==> config.mk <==
export PLATFORM = sky130hd
export DESIGN_NAME = fifo_1rw_sched_flat
export DESIGN_NICKNAME = d
export VERILOG_FILES = /design/src/rtl/fifo_1rw_sched_pkg.sv /design/src/rtl/fifo_1rw_sched_if.sv /design/src/rtl/fifo_1rw_sched_obuf.sv /design/src/rtl/fifo_1rw_sched.sv /design/src/flat_wrapper.sv
export SDC_FILE = /design/constraint.sdc
export NUM_CORES = 1
export LEC_CHECK = 0
export BUFFER_PORTS_ARGS = -buffer_cell sky130_fd_sc_hd__buf_2
export CAP_MARGIN = 20
export CORE_MARGIN = 8
export CORE_UTILIZATION = 48
export DETAILED_ROUTE_END_ITERATION = 8
export PLACE_DENSITY = 0.8
export SYNTH_ARGS = -nofsm -noshare
export SYNTH_HDL_FRONTEND = slang
export SYNTH_HIERARCHICAL = 1
export SYNTH_SLANG_ARGS = --single-unit
==> constraint.sdc <==
create_clock -name clk_i -period 1.55 [get_ports clk_i]
set_input_delay 0.155 -clock clk_i [delete_from_list [all_inputs] [get_ports clk_i]]
set_output_delay 0.155 -clock clk_i [all_outputs]
set_load 0.005 [all_outputs]
==> src/rtl/fifo_1rw_sched_pkg.sv <==
// Shared types and default sizes for the 1rw FIFO scheduler.
package fifo_1rw_sched_pkg;

   // Which side of the FIFO received the most recent command slot.
   typedef enum logic {
      GNT_ENQ = 1'b0,
      GNT_DEQ = 1'b1
   } grant_e;

   localparam int WIDTH_DEF      = 32;
   localparam int OBUF_DEPTH_DEF = 2;
   localparam int CNT_W_DEF      = 16;
   localparam int FIFO_DEPTH     = 16;

   // Pointer width for a circular buffer; a 1-entry buffer still needs one bit.
   function automatic int ptr_w(input int depth);
      return (depth > 1) ? $clog2(depth) : 1;
   endfunction

endpackage

==> src/rtl/fifo_1rw_sched_if.sv <==
// Producer, consumer and FIFO command signals of the 1rw FIFO scheduler.
// The slave modport is the scheduler's view; master is the surrounding logic.
interface fifo_1rw_sched_if #(
   parameter int WIDTH = 32
);
   logic [WIDTH-1:0] in_data_i;
   logic             in_v_i;
   logic             in_ready_o;

   logic [WIDTH-1:0] out_data_o;
   logic             out_v_o;
   logic             out_yumi_i;

   logic             fifo_v_o;
   logic             fifo_enq_not_deq_o;
   logic [WIDTH-1:0] fifo_data_o;
   logic             fifo_full_i;
   logic             fifo_empty_i;
   logic [WIDTH-1:0] fifo_data_i;

   modport slave (
      input  in_data_i, in_v_i, out_yumi_i, fifo_full_i, fifo_empty_i, fifo_data_i,
      output in_ready_o, out_data_o, out_v_o, fifo_v_o, fifo_enq_not_deq_o, fifo_data_o
   );

   modport master (
      output in_data_i, in_v_i, out_yumi_i, fifo_full_i, fifo_empty_i, fifo_data_i,
      input  in_ready_o, out_data_o, out_v_o, fifo_v_o, fifo_enq_not_deq_o, fifo_data_o
   );

endinterface

==> src/rtl/fifo_1rw_sched_obuf.sv <==
// Small circular output buffer that absorbs FIFO read returns so the
// consumer sees a plain valid/yumi stream. Push and pop may coincide.
module fifo_1rw_sched_obuf
   import fifo_1rw_sched_pkg::*;
#(
   parameter  int WIDTH = WIDTH_DEF,
   parameter  int DEPTH = OBUF_DEPTH_DEF,
   localparam int PTR_W = ptr_w(DEPTH),
   localparam int CNT_W = $clog2(DEPTH + 1)
) (
   input  logic             clk_i,
   input  logic             reset_n_i,
   input  logic             push_i,
   input  logic [WIDTH-1:0] push_data_i,
   input  logic             pop_i,
   output logic [WIDTH-1:0] data_o,
   output logic             v_o,
   output logic [CNT_W-1:0] count_o
);

   logic [WIDTH-1:0] mem_q [DEPTH];
   logic [WIDTH-1:0] mem_d [DEPTH];
   logic [PTR_W-1:0] head_q, head_d;
   logic [PTR_W-1:0] tail_q, tail_d;
   logic [CNT_W-1:0] count_q, count_d;
   logic             v_q, v_d;
   logic             pop;

   function automatic logic [PTR_W-1:0] ptr_inc(input logic [PTR_W-1:0] p);
      return (p == PTR_W'(DEPTH - 1)) ? '0 : p + PTR_W'(1);
   endfunction

   // Next-state for storage, pointers and occupancy; a pop of an empty buffer is dropped.
   always_comb begin
      pop     = pop_i & v_q;
      mem_d   = mem_q;
      head_d  = head_q;
      tail_d  = tail_q;
      count_d = count_q;
      if (push_i) begin
         mem_d[tail_q] = push_data_i;
         tail_d        = ptr_inc(tail_q);
      end
      if (pop) begin
         head_d = ptr_inc(head_q);
      end
      case ({push_i, pop})
         2'b10:   count_d = count_q + CNT_W'(1);
         2'b01:   count_d = count_q - CNT_W'(1);
         default: count_d = count_q;
      endcase
      v_d = (count_d != '0);
   end

   // Buffer state registers; valid is a flop so the consumer never sees comb logic.
   always_ff @(posedge clk_i or negedge reset_n_i) begin
      if (!reset_n_i) begin
         for (int i = 0; i < DEPTH; i++) begin
            mem_q[i] <= '0;
         end
         head_q  <= '0;
         tail_q  <= '0;
         count_q <= '0;
         v_q     <= 1'b0;
      end else begin
         mem_q   <= mem_d;
         head_q  <= head_d;
         tail_q  <= tail_d;
         count_q <= count_d;
         v_q     <= v_d;
      end
   end

   assign data_o  = mem_q[head_q];
   assign v_o     = v_q;
   assign count_o = count_q;

endmodule

==> src/rtl/fifo_1rw_sched.sv <==
// Scheduler in front of a single-ported FIFO: one enqueue or one dequeue per
// cycle, round-robin between producer and consumer when both are eligible,
// with the 1-cycle read latency hidden behind a small output buffer.
// Optional macro FIFO_1RW_SCHED_PERF_EN adds saturating grant/conflict counters.
//
// state (last_grant) | meaning
// GNT_ENQ            | last command was an enqueue; a tie goes to dequeue
// GNT_DEQ            | last command was a dequeue (reset); a tie goes to enqueue
module fifo_1rw_sched
   import fifo_1rw_sched_pkg::*;
#(
   parameter int WIDTH      = WIDTH_DEF,
   parameter int OBUF_DEPTH = OBUF_DEPTH_DEF,
   parameter int CNT_W      = CNT_W_DEF
) (
   input logic             clk_i,
   input logic             reset_n_i,
   fifo_1rw_sched_if.slave bus
`ifdef FIFO_1RW_SCHED_PERF_EN
   ,
   output logic [CNT_W-1:0] perf_enq_o,
   output logic [CNT_W-1:0] perf_deq_o,
   output logic [CNT_W-1:0] perf_conflict_o
`endif
);

   localparam int OCNT_W = $clog2(OBUF_DEPTH + 1);
   localparam int CRED_W = $clog2(OBUF_DEPTH + 2);

   if (OBUF_DEPTH < 2 || OBUF_DEPTH > 4) begin : g_bad_obuf_depth
      $error("fifo_1rw_sched: OBUF_DEPTH must be within 2..4");
   end
   if (CNT_W < 1) begin : g_bad_cnt_w
      $error("fifo_1rw_sched: CNT_W must be positive");
   end

   grant_e            last_grant_q, last_grant_d;
   logic              rd_pending_q, rd_pending_d;
   logic              enq_ok, deq_ok;
   logic              enq_gnt, deq_gnt;
   logic [CRED_W-1:0] credit_used;
   logic [OCNT_W-1:0] obuf_count;
   logic [WIDTH-1:0]  obuf_data;
   logic              obuf_v;

   // Eligibility and round-robin grant. Credits ignore this cycle's yumi so there
   // is no yumi-to-command path. Grants are held off while reset is asserted so the
   // command outputs show their idle values immediately.
   always_comb begin
      credit_used  = CRED_W'(obuf_count) + CRED_W'(rd_pending_q);
      enq_ok       = reset_n_i & bus.in_v_i & ~bus.fifo_full_i;
      deq_ok       = reset_n_i & ~bus.fifo_empty_i & (credit_used < CRED_W'(OBUF_DEPTH));
      enq_gnt      = enq_ok & (~deq_ok | (last_grant_q == GNT_DEQ));
      deq_gnt      = deq_ok & (~enq_ok | (last_grant_q == GNT_ENQ));
      last_grant_d = last_grant_q;
      if (enq_gnt) begin
         last_grant_d = GNT_ENQ;
      end else if (deq_gnt) begin
         last_grant_d = GNT_DEQ;
      end
      rd_pending_d = deq_gnt;
   end

   // Arbiter state and the single in-flight read marker.
   always_ff @(posedge clk_i or negedge reset_n_i) begin
      if (!reset_n_i) begin
         last_grant_q <= GNT_DEQ;
         rd_pending_q <= 1'b0;
      end else begin
         last_grant_q <= last_grant_d;
         rd_pending_q <= rd_pending_d;
      end
   end

   assign bus.in_ready_o         = enq_gnt;
   assign bus.fifo_v_o           = enq_gnt | deq_gnt;
   assign bus.fifo_enq_not_deq_o = enq_gnt;
   assign bus.fifo_data_o        = bus.in_data_i;

   fifo_1rw_sched_obuf #(
      .WIDTH (WIDTH),
      .DEPTH (OBUF_DEPTH)
   ) u_obuf (
      .clk_i       (clk_i),
      .reset_n_i   (reset_n_i),
      .push_i      (rd_pending_q),
      .push_data_i (bus.fifo_data_i),
      .pop_i       (bus.out_yumi_i),
      .data_o      (obuf_data),
      .v_o         (obuf_v),
      .count_o     (obuf_count)
   );

   assign bus.out_data_o = obuf_data;
   assign bus.out_v_o    = obuf_v;

   yumi_needs_valid: assert property (
      @(posedge clk_i) disable iff (!reset_n_i) bus.out_yumi_i |-> bus.out_v_o
   );

`ifdef FIFO_1RW_SCHED_PERF_EN
   logic [CNT_W-1:0] perf_enq_q, perf_enq_d;
   logic [CNT_W-1:0] perf_deq_q, perf_deq_d;
   logic [CNT_W-1:0] perf_conflict_q, perf_conflict_d;

   function automatic logic [CNT_W-1:0] sat_inc(input logic [CNT_W-1:0] v, input logic en);
      return (en && (v != '1)) ? v + CNT_W'(1) : v;
   endfunction

   // Saturating event counters; a conflict is a cycle where both sides were eligible.
   always_comb begin
      perf_enq_d      = sat_inc(perf_enq_q, enq_gnt);
      perf_deq_d      = sat_inc(perf_deq_q, deq_gnt);
      perf_conflict_d = sat_inc(perf_conflict_q, enq_ok & deq_ok);
   end

   // Counter registers.
   always_ff @(posedge clk_i or negedge reset_n_i) begin
      if (!reset_n_i) begin
         perf_enq_q      <= '0;
         perf_deq_q      <= '0;
         perf_conflict_q <= '0;
      end else begin
         perf_enq_q      <= perf_enq_d;
         perf_deq_q      <= perf_deq_d;
         perf_conflict_q <= perf_conflict_d;
      end
   end

   assign perf_enq_o      = perf_enq_q;
   assign perf_deq_o      = perf_deq_q;
   assign perf_conflict_o = perf_conflict_q;
`endif

endmodule

==> src/flat_wrapper.sv <==
// flat-port wrapper written by rule: the top's interface ports become plain ports
module fifo_1rw_sched_flat import fifo_1rw_sched_pkg::*;
#(
   parameter int WIDTH      = WIDTH_DEF,
   parameter int OBUF_DEPTH = OBUF_DEPTH_DEF,
   parameter int CNT_W      = CNT_W_DEF
)
  (clk_i, reset_n_i, bus_in_data_i, bus_in_v_i, bus_out_yumi_i, bus_fifo_full_i, bus_fifo_empty_i, bus_fifo_data_i, bus_in_ready_o, bus_out_data_o, bus_out_v_o, bus_fifo_v_o, bus_fifo_enq_not_deq_o, bus_fifo_data_o);
  fifo_1rw_sched_if #(.WIDTH(WIDTH)) bus_i ();
  input logic clk_i;
  input logic reset_n_i;
  input wire logic [$bits(bus_i.in_data_i)-1:0] bus_in_data_i;
  input wire logic [$bits(bus_i.in_v_i)-1:0] bus_in_v_i;
  input wire logic [$bits(bus_i.out_yumi_i)-1:0] bus_out_yumi_i;
  input wire logic [$bits(bus_i.fifo_full_i)-1:0] bus_fifo_full_i;
  input wire logic [$bits(bus_i.fifo_empty_i)-1:0] bus_fifo_empty_i;
  input wire logic [$bits(bus_i.fifo_data_i)-1:0] bus_fifo_data_i;
  output wire logic [$bits(bus_i.in_ready_o)-1:0] bus_in_ready_o;
  output wire logic [$bits(bus_i.out_data_o)-1:0] bus_out_data_o;
  output wire logic [$bits(bus_i.out_v_o)-1:0] bus_out_v_o;
  output wire logic [$bits(bus_i.fifo_v_o)-1:0] bus_fifo_v_o;
  output wire logic [$bits(bus_i.fifo_enq_not_deq_o)-1:0] bus_fifo_enq_not_deq_o;
  output wire logic [$bits(bus_i.fifo_data_o)-1:0] bus_fifo_data_o;
  assign bus_i.in_data_i = bus_in_data_i;
  assign bus_i.in_v_i = bus_in_v_i;
  assign bus_i.out_yumi_i = bus_out_yumi_i;
  assign bus_i.fifo_full_i = bus_fifo_full_i;
  assign bus_i.fifo_empty_i = bus_fifo_empty_i;
  assign bus_i.fifo_data_i = bus_fifo_data_i;
  assign bus_in_ready_o = bus_i.in_ready_o;
  assign bus_out_data_o = bus_i.out_data_o;
  assign bus_out_v_o = bus_i.out_v_o;
  assign bus_fifo_v_o = bus_i.fifo_v_o;
  assign bus_fifo_enq_not_deq_o = bus_i.fifo_enq_not_deq_o;
  assign bus_fifo_data_o = bus_i.fifo_data_o;
  fifo_1rw_sched #(.WIDTH(WIDTH), .OBUF_DEPTH(OBUF_DEPTH), .CNT_W(CNT_W)) u_core (.clk_i(clk_i), .reset_n_i(reset_n_i), .bus(bus_i));
endmodule
After elaboration in Yosys (flattened, before gate mapping)

Cells that the tools add are included.

Output and inout port bits: 68
Input bits: 70
Bits in registers: 71
Logic and storage cells: 50

Equal/unequal tests: 2
Multiplexer cells: 11
$add $sub $neg: 5
$lt $le $gt $ge: 4
Reduce and logical (&&, ||, !) cells: 3
Bitwise operators: 17

Operators by type and width:

| kind                                                       | number |
|---|---|
| two-way mux 32 bit                                         | 4 |
| bitwise mux 64 bit                                         | 1 |
| demux 32 bit (select 1 bit)                                | 1 |
| AND 1 bit                                                  | 7 |
| NOT 1 bit                                                  | 5 |
| >= comparator 2 bit, second input constant                 | 2 |
| two-way mux 1 bit                                          | 4 |
| NOT 1 -> 2 bit                                             | 2 |
| case mux 2 bit (2 select lines)                            | 1 |
| nonzero test 2 bit                                         | 2 |
| OR 1 bit                                                   | 3 |
| adder 1 bit, second input constant                         | 2 |
| adder 2 x 1 -> 2 bit                                       | 1 |
| adder 2 x 1 -> 2 bit, second input constant                | 1 |
| equality test 2 x 1 -> 1 bit, second input constant        | 1 |
| equality test 2 bit, second input constant                 | 1 |
| less-than comparator 2 x 1 -> 1 bit, second input constant | 1 |
| less-than comparator 2 bit, second input constant          | 1 |
| subtractor 2 x 1 -> 2 bit, second input constant           | 1 |
| logical AND 1 bit                                          | 1 |

Longest topological paths before layout

Word-level depth: 7
Mapped depth: 5
Depth with buffers taken out: 5

Cells and area by module

The synthesis kept the hierarchy.

Modules (own cells, without submodules):

| module              | times used | area each (sq um) | cells each | seq. area each (sq um) |
|---|---|---|---|---|
| fifo_1rw_sched_obuf | 1          | 2981.6            | 190        | 1726.7 |
| fifo_1rw_sched      | 1          | 371.6             | 47         | 51.3 |

Least setup slack after synthesis

No wires, ideal clock.

Path type: reg-to-reg
Start: reg u_core.rd_pending_q
End: reg u_core/u_obuf/mem_q[33] (netlist bit)
Setup time: 0.125 ns
Period minus slack after synthesis: 1.255 ns
Required time: 1.425 ns
Path buffers: 1
Path slack: 0.295 ns
Arrival: 1.130 ns
Stages on the path, launching flop included: 5
Cells stage by stage: dfrtp_1 inv_1 nor2_4 buf_4 mux2_2

RTL lines:

| what                   | line                      | text |
|---|---|---|
| start, declared        | fifo_1rw_sched.sv:38      | `logic rd_pending_q, rd_pending_d;` |
| start signal, assigned | fifo_1rw_sched.sv:71      | `rd_pending_q <= rd_pending_d;` |
| end signal, assigned   | fifo_1rw_sched_obuf.sv:66 | `mem_q <= mem_d;` |
| end, declared          | fifo_1rw_sched_obuf.sv:21 | `logic [WIDTH-1:0] mem_q [DEPTH];` |

Worst setup path in the final report

Start: reg u_core.u_obuf.head_q
End: out bus_out_data_o[26]

Longest elaborated chain between the ends: 4

RTL lines:

| what                                                  | line                      | text |
|---|---|---|
| start, declared                                       | fifo_1rw_sched_obuf.sv:23 | `logic [PTR_W-1:0] head_q, head_d;` |
| start signal, assigned                                | fifo_1rw_sched_obuf.sv:61 | `head_q <= '0;` |
| start signal, assigned                                | fifo_1rw_sched_obuf.sv:67 | `head_q <= head_d;` |
| NOT 1 -> 2 bit (implied by the code)                  | fifo_1rw_sched_obuf.sv:74 | `assign data_o = mem_q[head_q];` |
| two-way mux 32 bit (implied by the code) (3 in a row) | fifo_1rw_sched_obuf.sv:74 |  |
| end, declared                                         | flat_wrapper.sv:19        | `output wire logic [$bits(bus_i.out_data_o)-1:0] bus_out_data_o;` |

No other way between the ends. The select of a mux whose other input is x is not followed.

==> metrics.log <==
INFO  metric start_util = 49.4%
INFO  metric report.final.hold_viol_count = 0
INFO  metric nFillCells = 524
INFO  metric gp_routability_congestion = 0.692
INFO  metric viasPerCell = 5.08
INFO  metric post_dp_cell_area = 3640 sq um
INFO  metric clock.fmax = 631 MHz
INFO  metric die_h = 99.6 um
INFO  metric utilization = 60.8%
INFO  metric cts_htree_levels = 3
INFO  metric hold_depth = 2
INFO  metric synth.net_count = 308
INFO  metric post_synth_instance_area = 3350 sq um
INFO  metric synth_sequential_area_ratio = 53.0%
INFO  metric dr.pass1.iters = 4
INFO  metric floorplan.core_area = 6790 sq um
INFO  metric layout_worst_path_cycle_share = 102%
INFO  metric multiplexer_area_fraction_after_synthesis = 32.2%
INFO  metric timing.final.crit_period = 1.58 ns
INFO  metric yosys_warnings = 6
INFO  metric max_cap_violations = 0
INFO  metric post_synthesis_cell_count = 237
INFO  metric die_area = 9920 sq um
INFO  metric area_of_combinational_cells_with_multiple_inputs = 1320 sq um
INFO  metric main_combinational_cell_family_by_area_after_synthesis = multiplexers
INFO  metric post_route_cells_drive_above_1_share = 68.5%
INFO  metric status = finished, violations left
INFO  metric grt_pass1_vias = 2240
INFO  metric route.final.wire_length = 6750 um
INFO  metric path_clk_slew = 0.08 ns
INFO  metric critical_path.startpoint_type = flip-flop
INFO  metric synth-compound-area-share = 1.08%
INFO  metric avgSynthCellArea = 14.1 sq um
INFO  metric clock-root-buffer = sky130_fd_sc_hd__clkbuf_8
INFO  metric sequential_cell_area = 1780 sq um
INFO  metric layout.cell_area.non_filler = 4130 sq um
INFO  metric drc = 0
INFO  metric placed_cells_incl_taps = 370
INFO  metric max-clock-path-buffers = 2
INFO  metric holdWs = 0.0515 ns
INFO  metric grt_antenna_before_repair = 0
INFO  metric finish.cell_count_without_fillers = 391
INFO  metric max_slew_headroom_at_the_worst_pin = 42.0%
INFO  metric synthDistinctLibCells = 23
INFO  metric critical_path_end_type = output port
INFO  metric power.ir.vdd_worst = 981 uV
INFO  metric grt_start_max_net_pins = 71
INFO  metric cellLeakagePower = 1.90 nW
INFO  metric floorplan.rows = 30
INFO  metric clock_skew = 0.0106 ns
INFO  metric count_of_pins_on_the_block_boundary = 138
INFO  metric min-delay-path-class = input pin to flip-flop
INFO  metric dr.first_iter.drc_count = 45
INFO  metric grt.total_usage = 13.4%
INFO  metric die_w = 99.6 um
INFO  metric antenna_violating_nets_post_route = 0
INFO  metric grt_pass1_wl = 10500 um
INFO  metric layout.nets = 362
INFO  metric clock_latency = 0.34 ns
INFO  metric insertedDiodeCount = 0
INFO  metric slew_violations = 0
INFO  metric ys_ff_latch = 71
INFO  metric cts_tree = yes
INFO  metric worst-path-max-fanout = 12
INFO  metric port_buffers = 73
INFO  metric detailroute.via_count = 1986
INFO  metric failed_checks = negative setup slack
INFO  metric overflow = 0
INFO  metric power-per-cell-area = 2230 nW/um^2
INFO  metric synthesized_area_fraction_occupied_by_and_or_nand_nor_cells = 2.31%
INFO  metric post_synth_xor_area_fraction = 1.57%
INFO  metric setup_ws = -0.0344 ns
INFO  metric tritoncts.num_buffers = 9
INFO  metric report.final.setup_viol = 21
INFO  metric dp_hpwl = 4450 um
INFO  metric grt_setup_unrepaired = true
INFO  metric worst_ep_required_time = 1.39 ns
INFO  metric synth_adder_area_share = 0.373%
INFO  metric detail_route.wl_per_cell = 17.3 um
INFO  metric slew_at_the_pin_with_the_worst_max_slew_slack = 0.870 ns
INFO  metric cp.arrival = 1.43 ns
INFO  metric flow.area_growth_from_synthesis = 23.1%
INFO  metric worst-setup-path-type = flip-flop to output port
INFO  metric worstRegToRegCells = 5
INFO  metric tritoncts_num_sinks = 71
final cells by class:
cell class                      instances  area share [%]
Tap cell                               96            2.91
Clock buffer                            9            3.00
Inverter                                1          0.0909
Clock inverter                          6            3.82
Sequential cell                        71            43.2
Multi-Input combinational cell        122            31.9
Timing Repair Buffer                   86            15.1
critical path, cell delays in order, from the launching register on:
cell and delay [ns]:
sky130_fd_sc_hd__dfrtp_2 0.43, sky130_fd_sc_hd__clkbuf_16 0.20, sky130_fd_sc_hd__mux2_2 0.33, sky130_fd_sc_hd__buf_2 0.13
sequential cells by signal, indices dropped and copies added (netlist names):
register               flops
u_core/u_obuf/tail_q       1
u_core/u_obuf/mem_q       64
u_core/u_obuf/count_o      2
u_core/u_obuf/v_o          1
u_core/rd_pending_q        1
u_core/u_obuf/head_q       1
u_core/last_grant_q        1
power breakdown:
group | internal (W) | switching [W]
logic | 0.00252 | 0.00131
registers | 0.00281 | 0.000520
clock network | 0.00139 | 0.000670
total | 0.00671 | 0.00250
placed cells by master, fill, tap and decap left out:
| master | n |
|---|---|
| sky130_fd_sc_hd__bufinv_16 | 5 |
| sky130_fd_sc_hd__mux2_1 | 2 |
| sky130_fd_sc_hd__dfrtp_1 | 67 |
| sky130_fd_sc_hd__dlygate4sd3_1 | 1 |
| sky130_fd_sc_hd__o21a_1 | 1 |
| sky130_fd_sc_hd__nand2_1 | 4 |
| sky130_fd_sc_hd__buf_2 | 61 |
| sky130_fd_sc_hd__buf_4 | 5 |
| sky130_fd_sc_hd__a21oi_1 | 2 |
| sky130_fd_sc_hd__clkbuf_8 | 9 |
| sky130_fd_sc_hd__mux2_4 | 12 |
| sky130_fd_sc_hd__dfrtp_2 | 3 |
| sky130_fd_sc_hd__inv_1 | 1 |
| sky130_fd_sc_hd__a21oi_2 | 1 |
| sky130_fd_sc_hd__buf_6 | 13 |
| sky130_fd_sc_hd__nor2_4 | 1 |
| sky130_fd_sc_hd__dfstp_2 | 1 |
| sky130_fd_sc_hd__and2b_1 | 1 |
| sky130_fd_sc_hd__xor2_1 | 3 |
| sky130_fd_sc_hd__ha_1 | 1 |
| sky130_fd_sc_hd__o21ai_0 | 1 |
| sky130_fd_sc_hd__buf_12 | 5 |
| sky130_fd_sc_hd__and2_1 | 1 |
| sky130_fd_sc_hd__nor3b_1 | 1 |
| sky130_fd_sc_hd__o21ai_4 | 1 |
| sky130_fd_sc_hd__clkbuf_16 | 1 |
| sky130_fd_sc_hd__xnor2_1 | 3 |
| sky130_fd_sc_hd__and3_4 | 1 |
| sky130_fd_sc_hd__nand3b_1 | 1 |
| sky130_fd_sc_hd__mux2_2 | 82 |
| sky130_fd_sc_hd__clkinvlp_4 | 1 |
| sky130_fd_sc_hd__nor2_1 | 3 |
metrics by stage:
step | total power [W] | setup WS (ns) | TNS [ns]
after floorplan | 0.00536 | 0.295 | 0
after global placement | 0.00639 | 0.257 | 0
after detailed placement | 0.00653 | 0.187 | 0
after CTS | 0.00867 | -0.0690 | -1.78
after global routing | 0.00977 | -0.0952 | -2.31
final | 0.00921 | -0.0344 | -0.371
metal layers:
| metal | wire, um | track usage [%] | vias up |
|---|---|---|---|
| li1 | - | - | 892 |
| met5 | 0 | 0 | - |
| met4 | 112 | 6.75 | 0 |
| met2 | 3440 | 22.5 | 60 |
| met1 | 2770 | 14.8 | 1022 |
| met3 | 419 | 4.68 | 12 |
cells in the mapped netlist, drive strengths merged:
cell    instances  area (sq um)
mux2           96          1080
dfstp           1          26.3
nor3b           1          7.51
nand3b          1          7.51
nor2            4          22.5
inv             1          3.75
xor2            3          26.3
a21oi           3          15.0
dfrtp          70          1750
clkbuf          1          3.75
ha              1          12.5
xnor2           3          26.3
and2b           1          7.51
and2            1          6.26
and3            1          11.3
o21ai           2          13.8
o21a            1          7.51
nand2           4          15.0
buf            42           308
cell families after synthesis:
kind of cell / after synthesis
xor gates and xnor gates: 6
adders and majority gates: 1
buffers and inverters: 44
muxes: 96
DFF: 71
and+or+nand+nor: 13
AOI/OAI and AO/OA: 6
what timing repair did:
| item | CTS | global route |
|---|---|---|
| hold buffers | 1 | 0 |
| pin swaps | 0 | 0 |
| endpoints found under the setup margin | 34 | 34 |
| resized for setup | 4 | 26 |
| gates cloned | 0 | 1 |
| buffers inserted | 2 | 2 |
| endpoints found under the hold margin | 1 | 0 |
worst paths after layout:
check / start / endpoint / slack [ns]
worst max register to register: u_core/rd_pending_q / u_core/u_obuf/mem_q[52] / 0.12
worst min-delay path: bus_fifo_data_i[6] / u_core/u_obuf/mem_q[38] / 0.05
min in group asynchronous: reset_n_i / u_core/u_obuf/mem_q[54] / 0.08
worst max-delay path: u_core/u_obuf/head_q / bus_out_data_o[26] / -0.03
worst min register to register: u_core/u_obuf/mem_q[38] / u_core/u_obuf/mem_q[38] / 0.50
max in group asynchronous: reset_n_i / u_core/u_obuf/count_o[1] / 0.83
Power figures use the tool's default switching activity.
